<file path="src/rtl/trd_cmd_seq_pkg.sv">
// Shared types for the thread-command sequencer: command/response codes,
// the queued command record and the sequencer FSM states.
package trd_cmd_seq_pkg;

  typedef enum logic [2:0] {
    CMD_NOP  = 3'd0,
    CMD_INIT = 3'd1,
    CMD_KILL = 3'd2,
    CMD_SLP  = 3'd3,
    CMD_WAKE = 3'd4
  } trd_cmd_e;

  typedef enum logic [1:0] {
    RSP_OK  = 2'd0,
    RSP_OF  = 2'd1,
    RSP_INV = 2'd2
  } trd_rsp_e;

  typedef struct packed {
    trd_cmd_e    op;
    logic [2:0]  act;
    logic [2:0]  obj;
    logic [31:0] pc;
  } trd_cmd_t;

  typedef enum logic [1:0] {
    S_IDLE  = 2'd0,
    S_ISSUE = 2'd1,
    S_WAIT  = 2'd2,
    S_RESP  = 2'd3
  } seq_state_e;

  // Only INIT..WAKE are worth queueing; NOP and codes 5-7 are dropped at the door.
  function automatic logic is_cmd(input logic [2:0] op);
    return (op >= 3'd1) && (op <= 3'd4);
  endfunction

endpackage

</file>
<file path="src/rtl/trd_cmd_seq_if.sv">
// Request/response bus between the execute stage and the sequencer.
interface trd_cmd_seq_if;
  import trd_cmd_seq_pkg::*;

  logic        req_valid;
  logic        req_ready;
  logic [2:0]  req_op;
  logic [2:0]  req_act_trd;
  logic [2:0]  req_obj_trd;
  logic [31:0] req_pc;
  logic        rsp_valid;
  trd_rsp_e    rsp_status;
  logic [2:0]  rsp_trd;

  modport master (
    output req_valid, req_op, req_act_trd, req_obj_trd, req_pc,
    input  req_ready, rsp_valid, rsp_status, rsp_trd
  );

  modport slave (
    input  req_valid, req_op, req_act_trd, req_obj_trd, req_pc,
    output req_ready, rsp_valid, rsp_status, rsp_trd
  );
endinterface

</file>
<file path="src/rtl/trd_cmd_fifo.sv">
// Synchronous FIFO of thread commands; DEPTH must be a power of two so the
// pointers wrap naturally.
module trd_cmd_fifo
  import trd_cmd_seq_pkg::*;
#(
  parameter int DEPTH = 4
) (
  input  logic                     clk,
  input  logic                     rst_n,
  input  logic                     flush_i,
  input  logic                     push_i,
  input  trd_cmd_t                 data_i,
  input  logic                     pop_i,
  output trd_cmd_t                 data_o,
  output logic                     full_o,
  output logic                     empty_o,
  output logic [$clog2(DEPTH):0]   count_o
);
  localparam int AW = $clog2(DEPTH);

  trd_cmd_t      mem_q [DEPTH];
  logic [AW-1:0] wr_ptr_q, rd_ptr_q;
  logic [AW:0]   count_q;
  logic          do_push, do_pop;

  assign full_o  = (count_q == (AW+1)'(DEPTH));
  assign empty_o = (count_q == '0);
  assign count_o = count_q;
  assign data_o  = mem_q[rd_ptr_q];

  // A full FIFO refuses the push even when a pop frees a slot this cycle.
  assign do_push = push_i && !full_o;
  assign do_pop  = pop_i && !empty_o;

  always_ff @(posedge clk or negedge rst_n) begin
    if (!rst_n) begin
      wr_ptr_q <= '0;
      rd_ptr_q <= '0;
      count_q  <= '0;
    end else if (flush_i) begin
      wr_ptr_q <= '0;
      rd_ptr_q <= '0;
      count_q  <= '0;
    end else begin
      if (do_push) wr_ptr_q <= wr_ptr_q + AW'(1);
      if (do_pop)  rd_ptr_q <= rd_ptr_q + AW'(1);
      case ({do_push, do_pop})
        2'b10:   count_q <= count_q + (AW+1)'(1);
        2'b01:   count_q <= count_q - (AW+1)'(1);
        default: count_q <= count_q;
      endcase
    end
  end

  always_ff @(posedge clk) begin
    if (do_push && !flush_i) mem_q[wr_ptr_q] <= data_i;
  end

endmodule

</file>
<file path="src/rtl/trd_cmd_seq.sv">
// Thread-command sequencer: queues requests, pre-checks them against
// thread_ctrl status, issues one command pulse at a time and reports the outcome.
module trd_cmd_seq
  import trd_cmd_seq_pkg::*;
#(
  parameter int DEPTH = 4
) (
  input  logic                clk,
  input  logic                rst_n,
  trd_cmd_seq_if.slave        bus,
  input  logic                flush,
  input  logic                stall,
  input  logic [7:0]          valid_trd,
  input  logic                trd_full,
  input  logic                trd_of,
  input  logic                invalid_op,
  input  logic [2:0]          new_trd,
  output logic                init_trd,
  output logic                kill,
  output logic                slp,
  output logic                wake,
  output logic [2:0]          act_trd,
  output logic [2:0]          obj_trd,
  output logic [31:0]         init_pc,
  output logic                busy
);
  seq_state_e            state_q;
  trd_cmd_t              cmd_q, head, push_data;
  trd_rsp_e              rsp_status_q, chk_status;
  logic [2:0]            rsp_trd_q;
  logic                  full, empty, push, pop, fire;
  logic [$clog2(DEPTH):0] count;

  assign push_data = '{op: trd_cmd_e'(bus.req_op), act: bus.req_act_trd,
                       obj: bus.req_obj_trd, pc: bus.req_pc};
  assign push = bus.req_valid && !full && is_cmd(bus.req_op);
  assign pop  = (state_q == S_IDLE) && !empty && !flush;

  trd_cmd_fifo #(.DEPTH(DEPTH)) u_fifo (
    .clk     (clk),
    .rst_n   (rst_n),
    .flush_i (flush),
    .push_i  (push),
    .data_i  (push_data),
    .pop_i   (pop),
    .data_o  (head),
    .full_o  (full),
    .empty_o (empty),
    .count_o (count)
  );

  always_comb begin
    chk_status = RSP_OK;
    if (cmd_q.op == CMD_INIT && trd_full)                chk_status = RSP_OF;
    else if (!valid_trd[cmd_q.act])                      chk_status = RSP_INV;
    else if (cmd_q.op != CMD_INIT && !valid_trd[cmd_q.obj]) chk_status = RSP_INV;
  end

  // Pulses are the registered ISSUE state gated live by stall and flush.
  assign fire     = (state_q == S_ISSUE) && !stall && !flush && (chk_status == RSP_OK);
  assign init_trd = fire && (cmd_q.op == CMD_INIT);
  assign kill     = fire && (cmd_q.op == CMD_KILL);
  assign slp      = fire && (cmd_q.op == CMD_SLP);
  assign wake     = fire && (cmd_q.op == CMD_WAKE);

  assign act_trd  = (state_q != S_IDLE) ? cmd_q.act : '0;
  assign obj_trd  = (state_q != S_IDLE) ? cmd_q.obj : '0;
  assign init_pc  = (state_q != S_IDLE) ? cmd_q.pc  : '0;

  assign bus.req_ready  = !full;
  assign bus.rsp_valid  = (state_q == S_RESP) && !flush;
  assign bus.rsp_status = rsp_status_q;
  assign bus.rsp_trd    = rsp_trd_q;
  assign busy           = (state_q != S_IDLE) || (count != '0);

  always_ff @(posedge clk or negedge rst_n) begin
    if (!rst_n) begin
      state_q      <= S_IDLE;
      cmd_q        <= '0;
      rsp_status_q <= RSP_OK;
      rsp_trd_q    <= '0;
    end else if (flush) begin
      state_q <= S_IDLE;
    end else begin
      case (state_q)
        S_IDLE: begin
          if (!empty) begin
            cmd_q   <= head;
            state_q <= S_ISSUE;
          end
        end
        S_ISSUE: begin
          if (!stall) begin
            if (chk_status == RSP_OK) begin
              state_q <= S_WAIT;
            end else begin
              rsp_status_q <= chk_status;
              rsp_trd_q    <= (cmd_q.op == CMD_INIT) ? cmd_q.act : cmd_q.obj;
              state_q      <= S_RESP;
            end
          end
        end
        S_WAIT: begin
          if (trd_of)          rsp_status_q <= RSP_OF;
          else if (invalid_op) rsp_status_q <= RSP_INV;
          else                 rsp_status_q <= RSP_OK;
          // A failed INIT has no new thread, so it reports the issuing thread.
          if (cmd_q.op != CMD_INIT)       rsp_trd_q <= cmd_q.obj;
          else if (trd_of || invalid_op)  rsp_trd_q <= cmd_q.act;
          else                            rsp_trd_q <= new_trd;
          state_q <= S_RESP;
        end
        S_RESP:  state_q <= S_IDLE;
        default: state_q <= S_IDLE;
      endcase
    end
  end

endmodule

</file>
<file path="src/flat_wrapper.sv">
// flat-port wrapper written by rule: the top's interface ports become plain ports
module trd_cmd_seq_flat import trd_cmd_seq_pkg::*;
#(
  parameter int DEPTH = 4
)
  (clk, rst_n, flush, stall, valid_trd, trd_full, trd_of, invalid_op, new_trd, init_trd, kill, slp, wake, act_trd, obj_trd, init_pc, busy, bus_req_valid, bus_req_op, bus_req_act_trd, bus_req_obj_trd, bus_req_pc, bus_req_ready, bus_rsp_valid, bus_rsp_status, bus_rsp_trd);
  trd_cmd_seq_if bus_i ();
  input  logic clk;
  input  logic rst_n;
  input  logic flush;
  input  logic stall;
  input  logic [7:0] valid_trd;
  input  logic trd_full;
  input  logic trd_of;
  input  logic invalid_op;
  input  logic [2:0] new_trd;
  output logic init_trd;
  output logic kill;
  output logic slp;
  output logic wake;
  output logic [2:0] act_trd;
  output logic [2:0] obj_trd;
  output logic [31:0] init_pc;
  output logic busy;
  input wire logic [$bits(bus_i.req_valid)-1:0] bus_req_valid;
  input wire logic [$bits(bus_i.req_op)-1:0] bus_req_op;
  input wire logic [$bits(bus_i.req_act_trd)-1:0] bus_req_act_trd;
  input wire logic [$bits(bus_i.req_obj_trd)-1:0] bus_req_obj_trd;
  input wire logic [$bits(bus_i.req_pc)-1:0] bus_req_pc;
  output wire logic [$bits(bus_i.req_ready)-1:0] bus_req_ready;
  output wire logic [$bits(bus_i.rsp_valid)-1:0] bus_rsp_valid;
  output wire logic [$bits(bus_i.rsp_status)-1:0] bus_rsp_status;
  output wire logic [$bits(bus_i.rsp_trd)-1:0] bus_rsp_trd;
  assign bus_i.req_valid = bus_req_valid;
  assign bus_i.req_op = bus_req_op;
  assign bus_i.req_act_trd = bus_req_act_trd;
  assign bus_i.req_obj_trd = bus_req_obj_trd;
  assign bus_i.req_pc = bus_req_pc;
  assign bus_req_ready = bus_i.req_ready;
  assign bus_rsp_valid = bus_i.rsp_valid;
  assign bus_rsp_status = bus_i.rsp_status;
  assign bus_rsp_trd = bus_i.rsp_trd;
  trd_cmd_seq #(.DEPTH(DEPTH)) u_core (.clk(clk), .rst_n(rst_n), .bus(bus_i), .flush(flush), .stall(stall), .valid_trd(valid_trd), .trd_full(trd_full), .trd_of(trd_of), .invalid_op(invalid_op), .new_trd(new_trd), .init_trd(init_trd), .kill(kill), .slp(slp), .wake(wake), .act_trd(act_trd), .obj_trd(obj_trd), .init_pc(init_pc), .busy(busy));
endmodule
</file>
<file path="config.mk">
export PLATFORM = sky130hd
export DESIGN_NAME = trd_cmd_seq_flat
export DESIGN_NICKNAME = d
export VERILOG_FILES = /design/src/rtl/trd_cmd_seq_pkg.sv /design/src/rtl/trd_cmd_seq_if.sv /design/src/rtl/trd_cmd_fifo.sv /design/src/rtl/trd_cmd_seq.sv /design/src/flat_wrapper.sv
export SDC_FILE = /design/constraint.sdc
export NUM_CORES = 1
export LEC_CHECK = 0
export BUFFER_PORTS_ARGS = -buffer_cell sky130_fd_sc_hd__buf_2
export CAP_MARGIN = 5
export CORE_ASPECT_RATIO = 1.5
export CORE_MARGIN = 1
export CORE_UTILIZATION = 40
export DETAILED_ROUTE_END_ITERATION = 8
export PLACE_DENSITY = 0.66
export REMOVE_ABC_BUFFERS = 1
export SYNTH_ARGS = -nofsm -noshare
export SYNTH_HDL_FRONTEND = slang
export SYNTH_HIERARCHICAL = 1
export SYNTH_SLANG_ARGS = --single-unit
</file>
<file path="constraint.sdc">
create_clock -name clk -period 5.9 [get_ports clk]
set_input_delay 0.295 -clock clk [delete_from_list [all_inputs] [get_ports clk]]
set_output_delay 0.295 -clock clk [all_outputs]
set_load 0.02 [all_outputs]
</file>
==> flow_metrics.tcl <==
set metrics [dict create \
    ios 110 \
    finalHoldViolCount 0 \
    grt_pass1_vias 5205 \
    final_cell_area_um2 10700 \
    synth_top_area_share_pct 54.3 \
    syn_to_final_growth_pct 17.7 \
    reg2regPathDepth 8 \
    worstPathCellList "inv_1, ha_2, nor3b_4, buf_4, nand2b_1, o21ai_0, nand2_1, a221oi_1" \
    port_buffers 109 \
    startpoint_type "flip-flop" \
    fin_total_pwr_uw 4420 \
    final.fill_count 1868 \
    max_freq_mhz 309 \
    yosysWarnings 6 \
    slowest_delay_ns 0.87 \
    synth_area_um2 9070 \
    rsz0062_at_grt "no" \
    cts_tree "yes" \
    outcome "finished, violations left" \
    syn_inst 498 \
    dp_cells 864 \
    cts_buffers 22 \
    avgSynthCellArea_um2 18.2 \
    tns_ns 0 \
    synth_seq_area_share_pct 69.5 \
    grt_pass1_wl_um 28200 \
    holdPathStages 1 \
    synth_edf_count 164 \
    drive_above_1_share_pct 39.5 \
    fin_worst_skew_ns 0.0137 \
    synth_adder_area_share_pct 1.46 \
    p_per_area_nw_per_um2 414 \
    clk_path_buf_depth 3 \
    drtIter0Drc 250 \
    die_h_um 186 \
    drc 14 \
    synth.distinct_cells 49 \
    chipWidth_um 125 \
    row_count 67 \
    wire_per_inst_um 19.6 \
    worstPathArrival_ns 3.63 \
    synth_top_family_by_area "multiplexers" \
    antenna_left 0 \
    regArea_um2 6310 \
    leakage_uw 0.00388 \
    dp_hpwl_um 10900 \
    gp_congestion 0.790 \
    multi_input_area_um2 2600 \
    grt-ovfl-total 0 \
    htreeDepth 1 \
    cts_sinks 219 \
    grtUsageTotal_pct 15.7 \
    clk_pin_slew_worst_paths_ns 0.07 \
    violations "design-rule violations" \
    setup_viol 0 \
    finalCriticalPeriod_ns 3.24 \
    vias 4841 \
    crit_type "reg2reg" \
    synth.ff_latch_count 219 \
    initial_utilization_pct 40.7 \
    finalCritPeriodShare_pct 54.9 \
    hold_path_class "in2reg" \
    crit_path_top_delay_cell "ha_2" \
    insertion_delay_ns 0.50 \
    synth_compound_gate_area_share_pct 2.59 \
    antenna_found_initial 3 \
    end_kind "flip-flop" \
    post_dp_cell_area_um2 9870 \
    synth.area.mux_share_pct 17.5 \
    synth.area.top_cells "edfxtp_1 54%, dfrtp_1 15%, mux4_2 10%, mux2_2 5.2%, nor2b_1 2.8%" \
    drt_wl_total_um 17900 \
    maxCapViolCount 0 \
    die_area_um2 23300 \
    grt_max_degree 56 \
    coreArea_um2 22300 \
    cts-root-buf "clkbuf_16" \
    firstDrtPassIters 7 \
    vdd_drop_max_v 0.000182 \
    synthMostInstantiatedCell "edfxtp_1" \
    fin_util_pct 47.9 \
    cp_max_fo 50 \
    synthSimpleGateAreaFrac_pct 6.57 \
    stdcell_count 914 \
    critPathBufInv 2 \
    final_max_slew_viol_count 0 \
    drt-vias-per-instance 5.30 \
    yosys.area_share.xor_xnor_pct 0.386 \
    required_ns 6.29 \
    post-cts-setup-buffers 0 \
    nNetsFinal 690 \
    async_flop_share_pct 25.1 \
    worst_pin_slew_ns 1.13 \
    synth_top_area_cell "edfxtp_1" \
    crit_family "adder cells" \
    synth_common_cells "164 x edfxtp_1, 55 x dfrtp_1, 42 x mux2_2, 42 x mux4_2, 40 x nor2b_1" \
    synth_top_flop_cell "edfxtp_1" \
    worst-path-stages 8 \
    slew_headroom_pct 24.7 \
]
==> registers in the layout, indices dropped and copies added, names as in the netlist <==
name and count:
u_core/bus.rsp_trd 3, u_core/u_fifo/rd_ptr_q 2, u_core/u_fifo/mem_q 164, u_core/bus.rsp_status 2, u_core/cmd_q 41, u_core/state_q 2, u_core/u_fifo/count_o 3, u_core/u_fifo/wr_ptr_q 2
==> power by group <==
group / internal (uW) / switching [uW] / total, uW
Combinational: 467 / 585 / 1050
Sequential: 1850 / 140 / 1990
Clock: 817 / 562 / 1380
Total: 3130 / 1290 / 4420
==> what timing repair did <==
action                                 CTS  global route
hold buffers                             8             0
gates resized for setup                  0             0
endpoints found under the hold margin   28             0
==> kinds of logic after synthesis <==
group,count (synthesis)
and+or+nand+nor,99
xor gates and xnor gates,4
buffers and inverters,32
muxes,99
adders and majority gates,10
AOI/OAI and AO/OA,35
DFF,219
==> metrics by stage <==
stage	setup WS (ns)	hold slack (ns)
2_1_floorplan	1.07	-0.000591
3_3_place_gp	2.88	0.482
3_5_place_dp	2.70	0.488
4_1_cts	2.67	0.00183
5_1_grt	2.56	0.00381
6_report	2.66	0.0142
==> worst paths after layout <==
check | end | start | slack (ns)
setup / recovery | u_core/u_fifo/count_o[2] | u_core/state_q[0] | 2.66
hold / removal | u_core/u_fifo/mem_q[3][35] | bus_req_act_trd[0] | 0.01
setup reg to reg | u_core/u_fifo/count_o[2] | u_core/state_q[0] | 2.66
hold reg to reg | u_core/cmd_q[1] | u_core/cmd_q[1] | 0.50
max in group asynchronous | u_core/u_fifo/rd_ptr_q[0] | rst_n | 4.76
min in group asynchronous | u_core/cmd_q[18] | rst_n | 0.50
==> worst register-to-register path: cells and delay by family, from the launching register on <==
family | cells | cell delay (ns)
adder cells (fa/ha/maj) | 1 | 0.87
buffers and inverters | 2 | 0.75
AND/OR/NAND/NOR | 3 | 0.57
AO/OA/AOI/OAI | 2 | 0.51
flip-flops | 1 | 0.43
==> per-layer routing <==
layer / track usage [%] / vias to the layer above / wire length, um
met2: 29.5 / 143 / 9690
met1: 17.9 / 2494 / 6900
li1: - / 2166 / -
met3: 2.29 / 36 / 820
met4: 6.00 / 2 / 501
met5: 0 / - / 17
==> layout make-up <==
| type | count | area share [%] |
|---|---|---|
| antenna | 2 | 0.0469 |
| timing repair buffer | 123 | 6.28 |
| sequential | 219 | 59.1 |
| inverter | 7 | 0.246 |
| clock inverter | 10 | 0.996 |
| tap | 276 | 3.24 |
| multi-input combinational | 247 | 24.4 |
| clock buffer | 30 | 5.73 |
==> placed cells by master (no fill, tap or decap), types with 2 or more instances in the layout <==
| cell type | instances |
|---|---|
| a211oi_1 | 2 |
| a21oi_1 | 12 |
| a22o_1 | 2 |
| a22oi_1 | 2 |
| and2_2 | 4 |
| and3_1 | 3 |
| buf_2 | 109 |
| buf_4 | 6 |
| bufinv_16 | 2 |
| clkbuf_1 | 6 |
| clkbuf_16 | 23 |
| clkinv_1 | 3 |
| clkinv_2 | 2 |
| dfrtp_1 | 53 |
| diode_2 | 2 |
| dlygate4sd3_1 | 8 |
| edfxtp_1 | 164 |
| ha_1 | 8 |
| inv_1 | 7 |
| mux2_2 | 42 |
| mux2_4 | 4 |
| mux2i_1 | 11 |
| mux4_2 | 42 |
| nand2_1 | 9 |
| nand2b_1 | 7 |
| nand3_1 | 2 |
| nand3b_1 | 2 |
| nor2_1 | 16 |
| nor2b_1 | 40 |
| nor3_1 | 4 |
| nor3b_1 | 2 |
| nor4_1 | 2 |
| o21ai_0 | 5 |
| o21ai_1 | 2 |
| xnor2_1 | 2 |
| xor2_1 | 2 |
(Power assumes the default switching activity.)
